--- src/rtl/mips_io_pkg.sv ---
`default_nettype none
// ============================================================================
//  Module      : mips_io_pkg
//  Description : Shared definitions for the MIPS memory-mapped I/O port block.
//                Provides the word-address layout helpers (inport, outport and
//                status offsets derived from the input-port count) and the
//                press-detector state encoding.
//  Revision    : 1.0 - initial release
// ============================================================================
package mips_io_pkg;

    // Press-detector state encoding (explicit 2-bit width)
    localparam logic [1:0] c_st_idle  = 2'd0;
    localparam logic [1:0] c_st_count = 2'd1;
    localparam logic [1:0] c_st_held  = 2'd2;

    typedef enum logic [1:0] {
        IDLE  = c_st_idle,
        COUNT = c_st_count,
        HELD  = c_st_held
    } io_state_e;

    // Word address of input port 'port'
    function automatic int inport_index(input int port);
        return port;
    endfunction

    // Word address of the CPU-writable output port
    function automatic int outport_index(input int num_in);
        return num_in;
    endfunction

    // Word address of the sticky new-data status register
    function automatic int status_index(input int num_in);
        return num_in + 1;
    endfunction

endpackage
`default_nettype wire

--- src/rtl/mips_io_debounce.sv ---
`default_nettype none
// ============================================================================
//  Module      : mips_io_debounce
//  Description : Two-flop synchroniser followed by a press detector. A press
//                is accepted once the synchronised button has stayed high for
//                DEBOUNCE_CYCLES consecutive cycles in the counting state, and
//                produces exactly one single-cycle capture pulse per press.
//  Ports       : clk     - system clock
//                rst     - synchronous active-high reset
//                port_en - asynchronous pushbutton input
//                capture - one-cycle pulse marking an accepted press
//  Revision    : 1.0 - initial release
// ============================================================================
module mips_io_debounce
    import mips_io_pkg::*;
#(
    parameter int DEBOUNCE_CYCLES = 4
) (
    input  logic clk,
    input  logic rst,
    input  logic port_en,
    output logic capture
);

    localparam int                 c_cnt_w   = $clog2(DEBOUNCE_CYCLES + 1);
    localparam logic [c_cnt_w-1:0] c_cnt_max = c_cnt_w'(DEBOUNCE_CYCLES);
    localparam logic [c_cnt_w-1:0] c_cnt_one = c_cnt_w'(1);

    logic               r_sync1;
    logic               r_sync2;
    logic               w_s;
    io_state_e          r_state;
    io_state_e          w_state_next;
    logic [c_cnt_w-1:0] r_cnt;
    logic [c_cnt_w-1:0] w_cnt_next;

    assign w_s = r_sync2;

    // Synchroniser, state and counter registers
    always_ff @(posedge clk) begin
        if (rst) begin
            r_sync1 <= 1'b0;
            r_sync2 <= 1'b0;
            r_state <= IDLE;
            r_cnt   <= '0;
        end else begin
            r_sync1 <= port_en;
            r_sync2 <= r_sync1;
            r_state <= w_state_next;
            r_cnt   <= w_cnt_next;
        end
    end

    // Next state and counter
    always_comb begin
        w_state_next = r_state;
        w_cnt_next   = r_cnt;
        case (r_state)
            IDLE: begin
                if (w_s) begin
                    w_state_next = COUNT;
                    w_cnt_next   = c_cnt_one;
                end
            end
            COUNT: begin
                if (!w_s) begin
                    w_state_next = IDLE;
                    w_cnt_next   = '0;
                end else if (r_cnt == c_cnt_max) begin
                    w_state_next = HELD;
                end else begin
                    w_cnt_next = r_cnt + c_cnt_one;
                end
            end
            HELD: begin
                // Stay here until release so a long press captures only once
                if (!w_s) begin
                    w_state_next = IDLE;
                    w_cnt_next   = '0;
                end
            end
            default: begin
                w_state_next = IDLE;
                w_cnt_next   = '0;
            end
        endcase
    end

    // Capture pulse: the COUNT cycle that leaves for HELD
    always_comb begin
        capture = (r_state == COUNT) && w_s && (r_cnt == c_cnt_max);
    end

endmodule
`default_nettype wire

--- src/rtl/mips_io_ports.sv ---
`default_nettype none
// ============================================================================
//  Module      : mips_io_ports
//  Description : Memory-mapped I/O port block. Holds NUM_IN input registers
//                loaded from user_input on a debounced press of port_en
//                (steered by port_sel), one CPU-writable output register that
//                drives the LEDs, and a sticky read-to-clear new-data status.
//                Address map: 0..NUM_IN-1 inports (RO), NUM_IN outport (RW),
//                NUM_IN+1 status (RO, read-to-clear), others read 0.
//  Ports       : clk, rst          - clock, synchronous active-high reset
//                port_sel          - input-port index for the next capture
//                port_en           - asynchronous pushbutton
//                user_input        - switch bank value
//                addr, wr_en,
//                wr_data, rd_en    - CPU word interface
//                rd_data           - registered read data
//                leds              - low LED_WIDTH bits of the outport
//  Revision    : 1.0 - initial release
// ============================================================================
module mips_io_ports
    import mips_io_pkg::*;
#(
    parameter  int WIDTH           = 32,
    parameter  int NUM_IN          = 2,
    parameter  int LED_WIDTH       = 16,
    parameter  int DEBOUNCE_CYCLES = 4,
    localparam int SEL_W           = (NUM_IN > 1) ? $clog2(NUM_IN) : 1,
    localparam int ADDR_W          = $clog2(NUM_IN + 2)
) (
    input  logic                 clk,
    input  logic                 rst,
    input  logic [SEL_W-1:0]     port_sel,
    input  logic                 port_en,
    input  logic [WIDTH-1:0]     user_input,
    input  logic [ADDR_W-1:0]    addr,
    input  logic                 wr_en,
    input  logic [WIDTH-1:0]     wr_data,
    input  logic                 rd_en,
    output logic [WIDTH-1:0]     rd_data,
    output logic [LED_WIDTH-1:0] leds
);

    localparam logic [ADDR_W-1:0] c_out_addr  = ADDR_W'(outport_index(NUM_IN));
    localparam logic [ADDR_W-1:0] c_stat_addr = ADDR_W'(status_index(NUM_IN));

    logic [WIDTH-1:0]  r_inport [NUM_IN];
    logic [WIDTH-1:0]  r_outport;
    logic [NUM_IN-1:0] r_flag;
    logic [WIDTH-1:0]  r_rd_data;
    logic              w_capture;
    logic [NUM_IN-1:0] w_cap_hit;
    logic [WIDTH-1:0]  w_rd_mux;
    logic              w_stat_rd;

    mips_io_debounce #(
        .DEBOUNCE_CYCLES (DEBOUNCE_CYCLES)
    ) u_debounce (
        .clk     (clk),
        .rst     (rst),
        .port_en (port_en),
        .capture (w_capture)
    );

    // One-hot capture target; an out-of-range port_sel matches nothing
    always_comb begin
        w_cap_hit = '0;
        for (int i = 0; i < NUM_IN; i++) begin
            if (w_capture && (port_sel == SEL_W'(i))) begin
                w_cap_hit[i] = 1'b1;
            end
        end
    end

    // Read decode; unmapped addresses fall through to zero
    always_comb begin
        w_rd_mux = '0;
        for (int i = 0; i < NUM_IN; i++) begin
            if (addr == ADDR_W'(inport_index(i))) begin
                w_rd_mux = r_inport[i];
            end
        end
        if (addr == c_out_addr) begin
            w_rd_mux = r_outport;
        end
        if (addr == c_stat_addr) begin
            w_rd_mux = WIDTH'(r_flag);
        end
    end

    assign w_stat_rd = rd_en && (addr == c_stat_addr);

    // Input port registers
    always_ff @(posedge clk) begin
        if (rst) begin
            for (int i = 0; i < NUM_IN; i++) begin
                r_inport[i] <= '0;
            end
        end else begin
            for (int i = 0; i < NUM_IN; i++) begin
                if (w_cap_hit[i]) begin
                    r_inport[i] <= user_input;
                end
            end
        end
    end

    // Status flags: the clear applies to the flags seen by this read, and a
    // capture in the same cycle wins so no new data is ever lost
    always_ff @(posedge clk) begin
        if (rst) begin
            r_flag <= '0;
        end else begin
            r_flag <= (w_stat_rd ? '0 : r_flag) | w_cap_hit;
        end
    end

    // Output port and registered read data (both use pre-edge values)
    always_ff @(posedge clk) begin
        if (rst) begin
            r_outport <= '0;
            r_rd_data <= '0;
        end else begin
            if (wr_en && (addr == c_out_addr)) begin
                r_outport <= wr_data;
            end
            if (rd_en) begin
                r_rd_data <= w_rd_mux;
            end
        end
    end

    assign rd_data = r_rd_data;
    assign leds    = r_outport[LED_WIDTH-1:0];

endmodule
`default_nettype wire

--- config.mk ---
export PLATFORM = sky130hd
export DESIGN_NAME = mips_io_ports
export DESIGN_NICKNAME = d
export VERILOG_FILES = /design/src/rtl/mips_io_pkg.sv /design/src/rtl/mips_io_debounce.sv /design/src/rtl/mips_io_ports.sv
export SDC_FILE = /design/constraint.sdc
export NUM_CORES = 1
export LEC_CHECK = 0
export CAP_MARGIN = 20
export CELL_PAD_IN_SITES_DETAIL_PLACEMENT = 1
export CELL_PAD_IN_SITES_GLOBAL_PLACEMENT = 1
export CORE_MARGIN = 4
export CORE_UTILIZATION = 36
export DETAILED_ROUTE_END_ITERATION = 8
export MAX_ROUTING_LAYER = met4
export PLACE_DENSITY = 0.79
export SYNTH_ARGS = -nofsm -noshare
export SYNTH_HDL_FRONTEND = slang
export SYNTH_HIERARCHICAL = 1
export SYNTH_SLANG_ARGS = --single-unit
export TNS_END_PERCENT = 1
--- constraint.sdc ---
create_clock -name clk -period 2.2 [get_ports clk]
set_input_delay 0.66 -clock clk [delete_from_list [all_inputs] [get_ports clk]]
set_output_delay 0.66 -clock clk [all_outputs]
set_load 0.03 [all_outputs]
== After elaboration in Yosys (flattened, before gate mapping) ==
Memories as Yosys holds them, arrays and structs flattened.
Index checks and enable logic that the tools add are counted.

* Register bits after elaboration: 73
* Memories kept: 1
* RAM bits: 64

* Reduce and logical (&&, ||, !) cells: 10
* $add $sub $neg: 1
* Equal/unequal tests: 10
* Mux-type cells: 27
* Bitwise gates (word level): 4

{| class="wikitable"
|+ Memories
! memory !! words !! bits a word !! read ports !! clocked after memory_dff !! write ports !! RTL line !! source
|-
| r_inport || 2 || 32 || 2 || 0 || 2 || mips_io_ports.sv:46 || <nowiki>logic [WIDTH-1:0] r_inport [NUM_IN];</nowiki>
|}

{| class="wikitable"
|+ Operators with widths
! cell !! count
|-
| 2-to-1 mux 32 bit || 6
|-
| 2-to-1 mux 3 bit || 4
|-
| 2-to-1 mux 1 bit || 10
|-
| 2-to-1 mux 2 bit || 5
|-
| case mux 3 bit (3 select lines) || 1
|-
| equality test 2 bit, second input constant || 3
|-
| logical AND 1 bit || 6
|-
| != test 3 bit, second input constant || 2
|-
| case mux 2 bit (3 select lines) || 1
|-
| AND reduction 3 bit || 2
|-
| equality test 2 x 1 -> 1 bit, second input constant || 2
|-
| zero test 2 bit || 2
|-
| adder 3 x 1 -> 3 bit, second input constant || 1
|-
| equality test 3 bit, second input constant || 1
|-
| != test 2 x 1 -> 1 bit, second input constant || 1
|-
| != test 2 bit, second input constant || 1
|-
| bitwise OR 1 bit || 2
|-
| bitwise OR 2 bit || 1
|-
| NOT 1 bit || 1
|}

== Depth between registers and ports, before layout ==
Gate-level depths: netlist of run 1.

* Word-level depth: 9
* Mapped depth: 7

== By module ==
The synthesis of run 1 kept the hierarchy.

{| class="wikitable"
|+ Modules (own cells, without submodules)
! module !! area an instance (um2) !! instances !! cells each !! seq. area each (um2)
|-
| mips_io_ports || 5506.5 || 1 || 478 || 3243.1
|-
| mips_io_debounce || 345.3 || 1 || 39 || 140.1
|}

== Least setup slack after synthesis of run 1 ==
OpenSTA, ideal clock, no wires.

* Path kind: in2reg
* From: input port rst
* To: memory r_inport[0][0], enable pin
* Arrival: 1.818 ns
* Stages on the path: 3
* Library setup time: 0.388 ns
* Required time: 1.812 ns
* Setup slack: -0.006 ns
* Cells stage by stage: buf_2 > clkbuf_1 > a21o_1

{| class="wikitable"
|+ RTL lines
! element !! RTL line !! source
|-
| start: declaration || mips_io_ports.sv:31 || <nowiki>input logic rst,</nowiki>
|-
| end: declaration || mips_io_ports.sv:46 ||
|}

== Worst setup path after layout of run 1 ==
* From: register r_rd_data[28], in the netlist rd_data[28]
* To: output port rd_data[28]

{| class="wikitable"
|+ RTL lines
! element !! RTL line !! source
|-
| start: declaration || mips_io_ports.sv:49 || <nowiki>logic [WIDTH-1:0] r_rd_data;</nowiki>
|-
| start signal: assignment || mips_io_ports.sv:127 || <nowiki>r_rd_data <= w_rd_mux;</nowiki>
|-
| end: declaration || mips_io_ports.sv:39 || <nowiki>output logic [WIDTH-1:0] rd_data,</nowiki>
|}

No word-level cell between the ends.

==> flow_metrics.tcl, run 1 <==
set metrics [dict create \
    netSwitchingPower_mw 1.40 \
    die_w_um 135 \
    syn_area_um2 5850 \
    synthDistinctLibCells 39 \
    crit_buf_inv 1 \
    grt_pass1_wl_mm 24.6 \
    numPortBuffers 119 \
    via_count 4208 \
    cts_tree "yes" \
    powerDensity_nw_per_um2 801 \
    clock-root-buffer "clkbuf_16" \
    ios 120 \
    layout-drive-gt1-share_pct 14.0 \
    nets 698 \
    hold_violations 0 \
    drt-initial-drc-count 188 \
    grt_overflow_total 0 \
    crit_type "register to primary output" \
    synthCells 517 \
    post-route-period-util_pct 98.6 \
    max-cap-violations 0 \
    routed_via_density 4.93 \
    slowest_stage "clkdlybuf4s50_1" \
    tns_ns 0 \
    maxSlewViolCount 0 \
    clk_latency_ns 0.42 \
    worstSetupStartpointType "register" \
    pwr-share-comb_pct 10.5 \
    grt_use_total_pct 18.0 \
    cts-buffers-inserted 17 \
    yosys_warnings 6 \
    vdd_drop_max_v 0.000532 \
    synth_area_leaders "edfxtp_1, dfxtp_1, a311oi_2" \
    postRouteAntennaNets 0 \
    switching_share_pct 22.5 \
    core_um2 15900 \
    wl_per_cell_um 18.2 \
    skew_ns 0.00458 \
    slowest_delay_ns 0.70 \
    run_status "finished clean" \
    dr.pass1.iters 5 \
    critPathCaptureType "primary output" \
    p_leak_nw 2.82 \
    cts_buffer_depth 2 \
    cp_cell_sequence "clkdlybuf4s50_1" \
    hp-class "register to register" \
    tightest_slew_ns 0.447 \
    avgSynthCellArea_um2 11.3 \
    yosysTopAreaCell "edfxtp_1" \
    cts.reportedPaths.clkPinSlew_ns 0.06 \
    place_congestion 0.740 \
    grt_max_degree 76 \
    cp.required_ns 1.54 \
    rsz0062_at_grt "false" \
    critPathArrivalTime_ns 1.51 \
    pwr-share-clk_pct 44.3 \
    grt_pass1_vias 4686 \
    antenna_found_initial 1 \
    numClockSinks 137 \
    setup_viol 0 \
    htree_num_levels 4 \
    stdcell_count 854 \
    synth-seq-cells 137 \
    yosysTopAreaCellShare_pct 32.8 \
    ctsHoldBuffers 0 \
    pwr-share-seq_pct 45.2 \
    slew_headroom_pct 70.2 \
    hold_ws_ns 0.437 \
    syn_nets 591 \
    start_util_pct 36.8 \
    p_int_mw 4.83 \
    critPathTopFamily "buffers and inverters" \
    die_h_um 135 \
    period_needed_ns 2.17 \
    final_util_pct 49.0 \
    max_freq_mhz 461 \
    routed_wl_mm 15.5 \
    ys_seq_area_share_pct 57.8 \
    core.rowCount 46 \
    syn_to_final_growth_pct 32.9 \
    place_inst 821 \
    drc 0 \
    die_area_um2 18400 \
    dp_hpwl_mm 10.6 \
    critPathMaxFanout 2 \
]
final timing paths:
check / from / cells after the start / slack (ns) / endpoint
max: rd_data[28] / 1 / 0.03 / rd_data[28]
min: u_debounce/r_sync1 / 1 / 0.44 / u_debounce/r_sync2
max reg2reg: u_debounce/r_cnt[0] / 8 / 0.20 / r_inport[0][39]
min reg2reg: u_debounce/r_sync1 / 1 / 0.44 / u_debounce/r_sync2
sequential cells by signal, indices dropped and copies added, names as in the netlist:
name and flops:
u_debounce/r_state 2, rd_data 32, r_flag 2, r_inport 64, r_outport 32, u_debounce/r_cnt 3, u_debounce/r_sync1 1, u_debounce/r_sync2 1
cells in the mapped netlist, drive strengths merged:
library cell / instances
mux2: 1
and3b: 1
edfxtp: 64
a21o: 2
buf: 38
inv: 4
a2bb2oi: 1
clkbuf: 15
a211oi: 1
and2: 32
nor2: 37
nand3b: 1
ha: 2
a311oi: 30
nand2: 96
xnor2: 1
nor4b: 2
dfxtp: 73
nand3: 4
or2: 30
nor2b: 4
nor3: 2
a21oi: 33
mux4: 2
a22oi: 2
a31oi: 1
o21ai: 3
or3: 1
mux2i: 32
and2b: 1
o21ba: 1
power groups by stage:
| stage | Clock (mW) | Combinational, mW | Sequential (mW) |
|---|---|---|---|
| after floorplan | 0 | 0.296 | 2.92 |
| after global routing | 2.95 | 0.699 | 2.82 |
| after detailed placement | 0 | 0.658 | 2.87 |
| final | 2.76 | 0.654 | 2.81 |
| after CTS | 2.81 | 0.665 | 2.82 |
| after global placement | 0 | 0.637 | 2.86 |
kinds of logic after synthesis:
logic type	Yosys count	share of synthesized area, %
buf+inv	57	6.26
flops	137	57.8
compound gates	74	11.8
xor+xnor	1	0.150
simple gates	211	17.0
fa+ha+maj	2	0.428
mux	35	6.56
placed cells by master, fill, tap and decap left out, drive strengths merged:
| cell | instances |
|---|---|
| mux4 | 2 |
| nor2b | 4 |
| clkinv | 8 |
| bufinv | 3 |
| a21o | 2 |
| a211oi | 1 |
| o21ba | 1 |
| edfxtp | 64 |
| a21oi | 33 |
| dlymetal6s2s | 3 |
| diode | 1 |
| nand3 | 4 |
| clkinvlp | 1 |
| and2 | 32 |
| or2 | 30 |
| a311oi | 30 |
| inv | 4 |
| or3 | 1 |
| a2bb2oi | 1 |
| mux2 | 1 |
| xnor2 | 1 |
| buf | 25 |
| and2b | 1 |
| dlygate4sd2 | 2 |
| nand3b | 1 |
| dfxtp | 73 |
| mux2i | 32 |
| a31oi | 1 |
| a22oi | 2 |
| clkdlybuf4s50 | 111 |
| nor4b | 2 |
| nor2 | 37 |
| clkbuf | 20 |
| and3b | 1 |
| ha | 2 |
| nand2 | 96 |
| nor3 | 2 |
| o21ai | 3 |
area by class of cell:
cell class                 count  area [µm²]
fill                        1720        8110
sequential                   137        3380
inverter                       4        15.0
clock inverter                12         131
clock buffer                  20         437
timing repair buffer         141        1420
tap                          216         270
antenna                        1        2.50
multi-input combinational    323        2110
metrics by stage:
| stage | total power [mW] | cell area, µm² | setup slack (ns) |
|---|---|---|---|
| final | 6.23 | 7780 | 0.0302 |
| after global routing | 6.48 | 7780 | 0.00350 |
| after CTS | 6.30 | 7760 | 0.00357 |
| after detailed placement | 3.52 | 7190 | -0.0801 |
| after global placement | 3.50 | 7190 | -0.0420 |
| after floorplan | 3.22 | 5850 | -0.00584 |
timing repair:
item | CTS | global route
endpoints found under the setup margin | 2 | 35
setup buffers | 0 | 0
resized for setup | 2 | 4
routing by layer:
metal	routed length, µm	vias to the layer above	global-route usage (%)
met1	6060	2068	18.8
met4	411	0	7.61
met3	553	31	3.60
met2	8510	114	33.0
li1	-	1995	-
met5	0	-	-
No activity file was read; power rests on OpenSTA's default activity.
==> run 2, diff against run 1 <==
--- a/config.mk
+++ b/config.mk
@@ -12,7 +12,7 @@
 export CORE_UTILIZATION = 36
 export DETAILED_ROUTE_END_ITERATION = 8
 export MAX_ROUTING_LAYER = met4
-export PLACE_DENSITY = 0.79
+export PLACE_DENSITY = 0.78
 export SYNTH_ARGS = -nofsm -noshare
 export SYNTH_HDL_FRONTEND = slang
 export SYNTH_HIERARCHICAL = 1
==> flow_metrics.tcl, run 2 (synthesis gave the netlist of run 1 again) <==
set metrics [dict create \
    cp_cell_sequence "clkdlybuf4s50_1" \
    min_from "u_debounce/r_sync1" \
    p_leak_nw 2.78 \
    slew_headroom_pct 66.8 \
    drt-initial-drc-count 175 \
    power_mw 6.15 \
    max-cap-violations 0 \
    setup_viol 0 \
    grt_pass1_vias 4635 \
    fillers 1727 \
    grt_pass1_wl_mm 24.5 \
    critPathTopFamily "buffers and inverters" \
    max_freq_mhz 464 \
    numPortBuffers 119 \
    rr_endpoint "r_inport[0][56]" \
    clock-root-buffer "clkbuf_16" \
    via_count 4182 \
    hold_depth 1 \
    layout-drive-gt1-share_pct 14.0 \
    core_um2 15900 \
    cts_buffer_depth 2 \
    htree_num_levels 4 \
    stdcell_count 851 \
    cp.required_ns 1.54 \
    layout.cells.most_common "clkdlybuf4s50_1" \
    critPathCaptureType "primary output" \
    grt_max_degree 64 \
    final_area_um2 7750 \
    place_congestion 0.738 \
    clk_latency_ns 0.42 \
    ios 120 \
    largest_register_ffs 64 \
    syn_to_final_growth_pct 32.4 \
    slowest_stage "clkdlybuf4s50_1" \
    drc 0 \
    place_area_um2 7190 \
    maxSlewViolCount 0 \
    run_status "finished clean" \
    hold_violations 0 \
    crit_type "register to primary output" \
    r2r_slack_ns 0.26 \
    post-route-period-util_pct 98.0 \
    antenna_found_initial 0 \
    final_util_pct 48.8 \
    critPathMaxFanout 3 \
    rr_worst_depth 7 \
    cts-buffers-inserted 17 \
    die_w_um 135 \
    period_needed_ns 2.16 \
    grt_overflow_total 0 \
    routed_wl_mm 15.3 \
    final_cell_mix "clkdlybuf4s50_1, nand2_1, dfxtp_1, edfxtp_1, nor2_1" \
    start_util_pct 36.8 \
    core.rowCount 46 \
    die_area_um2 18400 \
    cts.reportedPaths.clkPinSlew_ns 0.05 \
    die_h_um 135 \
    hp-class "register to register" \
    grt_use_total_pct 18.0 \
    antennaDiodeCount 0 \
    dr.pass1.iters 4 \
    numClockSinks 137 \
    hold_path_end "u_debounce/r_sync2" \
    rsz0062_at_grt "false" \
    place_inst 820 \
    worstSetupStartpointType "register" \
    routed_via_density 4.91 \
    wl_per_cell_um 18.0 \
    vdd_drop_max_v 0.000571 \
    nets 697 \
    slowest_delay_ns 0.70 \
    dp_slack_ns -0.0669 \
    regMostFlops "r_inport" \
    skew_ns 0.00498 \
    tns_ns 0 \
    postRouteAntennaNets 0 \
    worst_slack_ns 0.0447 \
    tightest_slew_ns 0.499 \
    rr_startpoint "u_debounce/r_cnt[0]" \
    dp_hpwl_mm 10.5 \
    powerDensity_nw_per_um2 794 \
    critPathArrivalTime_ns 1.50 \
    hold_ws_ns 0.444 \
    crit_buf_inv 1 \
    cts_tree "yes" \
]
-- run 2: worst max-delay path by stage --
stage	slack (ns)	cells past startpoint	startpoint	to
6_report	0.04	1	r_outport[3]	leds[3]
3_5_place_dp	-0.07	3	port_sel	r_inport[0][26]
5_1_grt	0.002	1	r_outport[3]	leds[3]
3_3_place_gp	-0.07	3	port_sel	r_inport[0][26]
2_1_floorplan	-0.006	3	rst	r_inport[0][32]
4_1_cts	0.008	1	rd_data[3]	rd_data[3]
-- run 2: power by group --
group          switching (mW)  total, mW  internal, mW
Clock                    1.01       2.69          1.68
Combinational           0.339      0.651         0.312
Sequential             0.0532       2.81          2.76
Total                    1.40       6.15          4.75
-- run 2: what timing repair did --
action,4_1_cts,5_1_grt
resized for setup,2,3
gates cloned,0,0
hold buffers,0,0
buffers inserted,0,0
setup endpoints to repair,2,34
-- run 2: layout make-up --
class	count	area (µm²)	share of cell area, %
tap	216	270	3.49
inverter	4	15.0	0.194
multi-input combinational	323	2110	27.3
clock inverter	9	100	1.29
sequential	137	3380	43.7
clock buffer	22	454	5.86
timing repair buffer	140	1410	18.2
-- run 2: routing by layer --
metal | GRT usage, % | part of all wire [%] | routed length, µm
met3 | 4.12 | 3.8 | 579
met1 | 19.3 | 39 | 6010
met2 | 32.8 | 55 | 8410
met5 | - | 0 | 0
met4 | 5.99 | 1.8 | 278
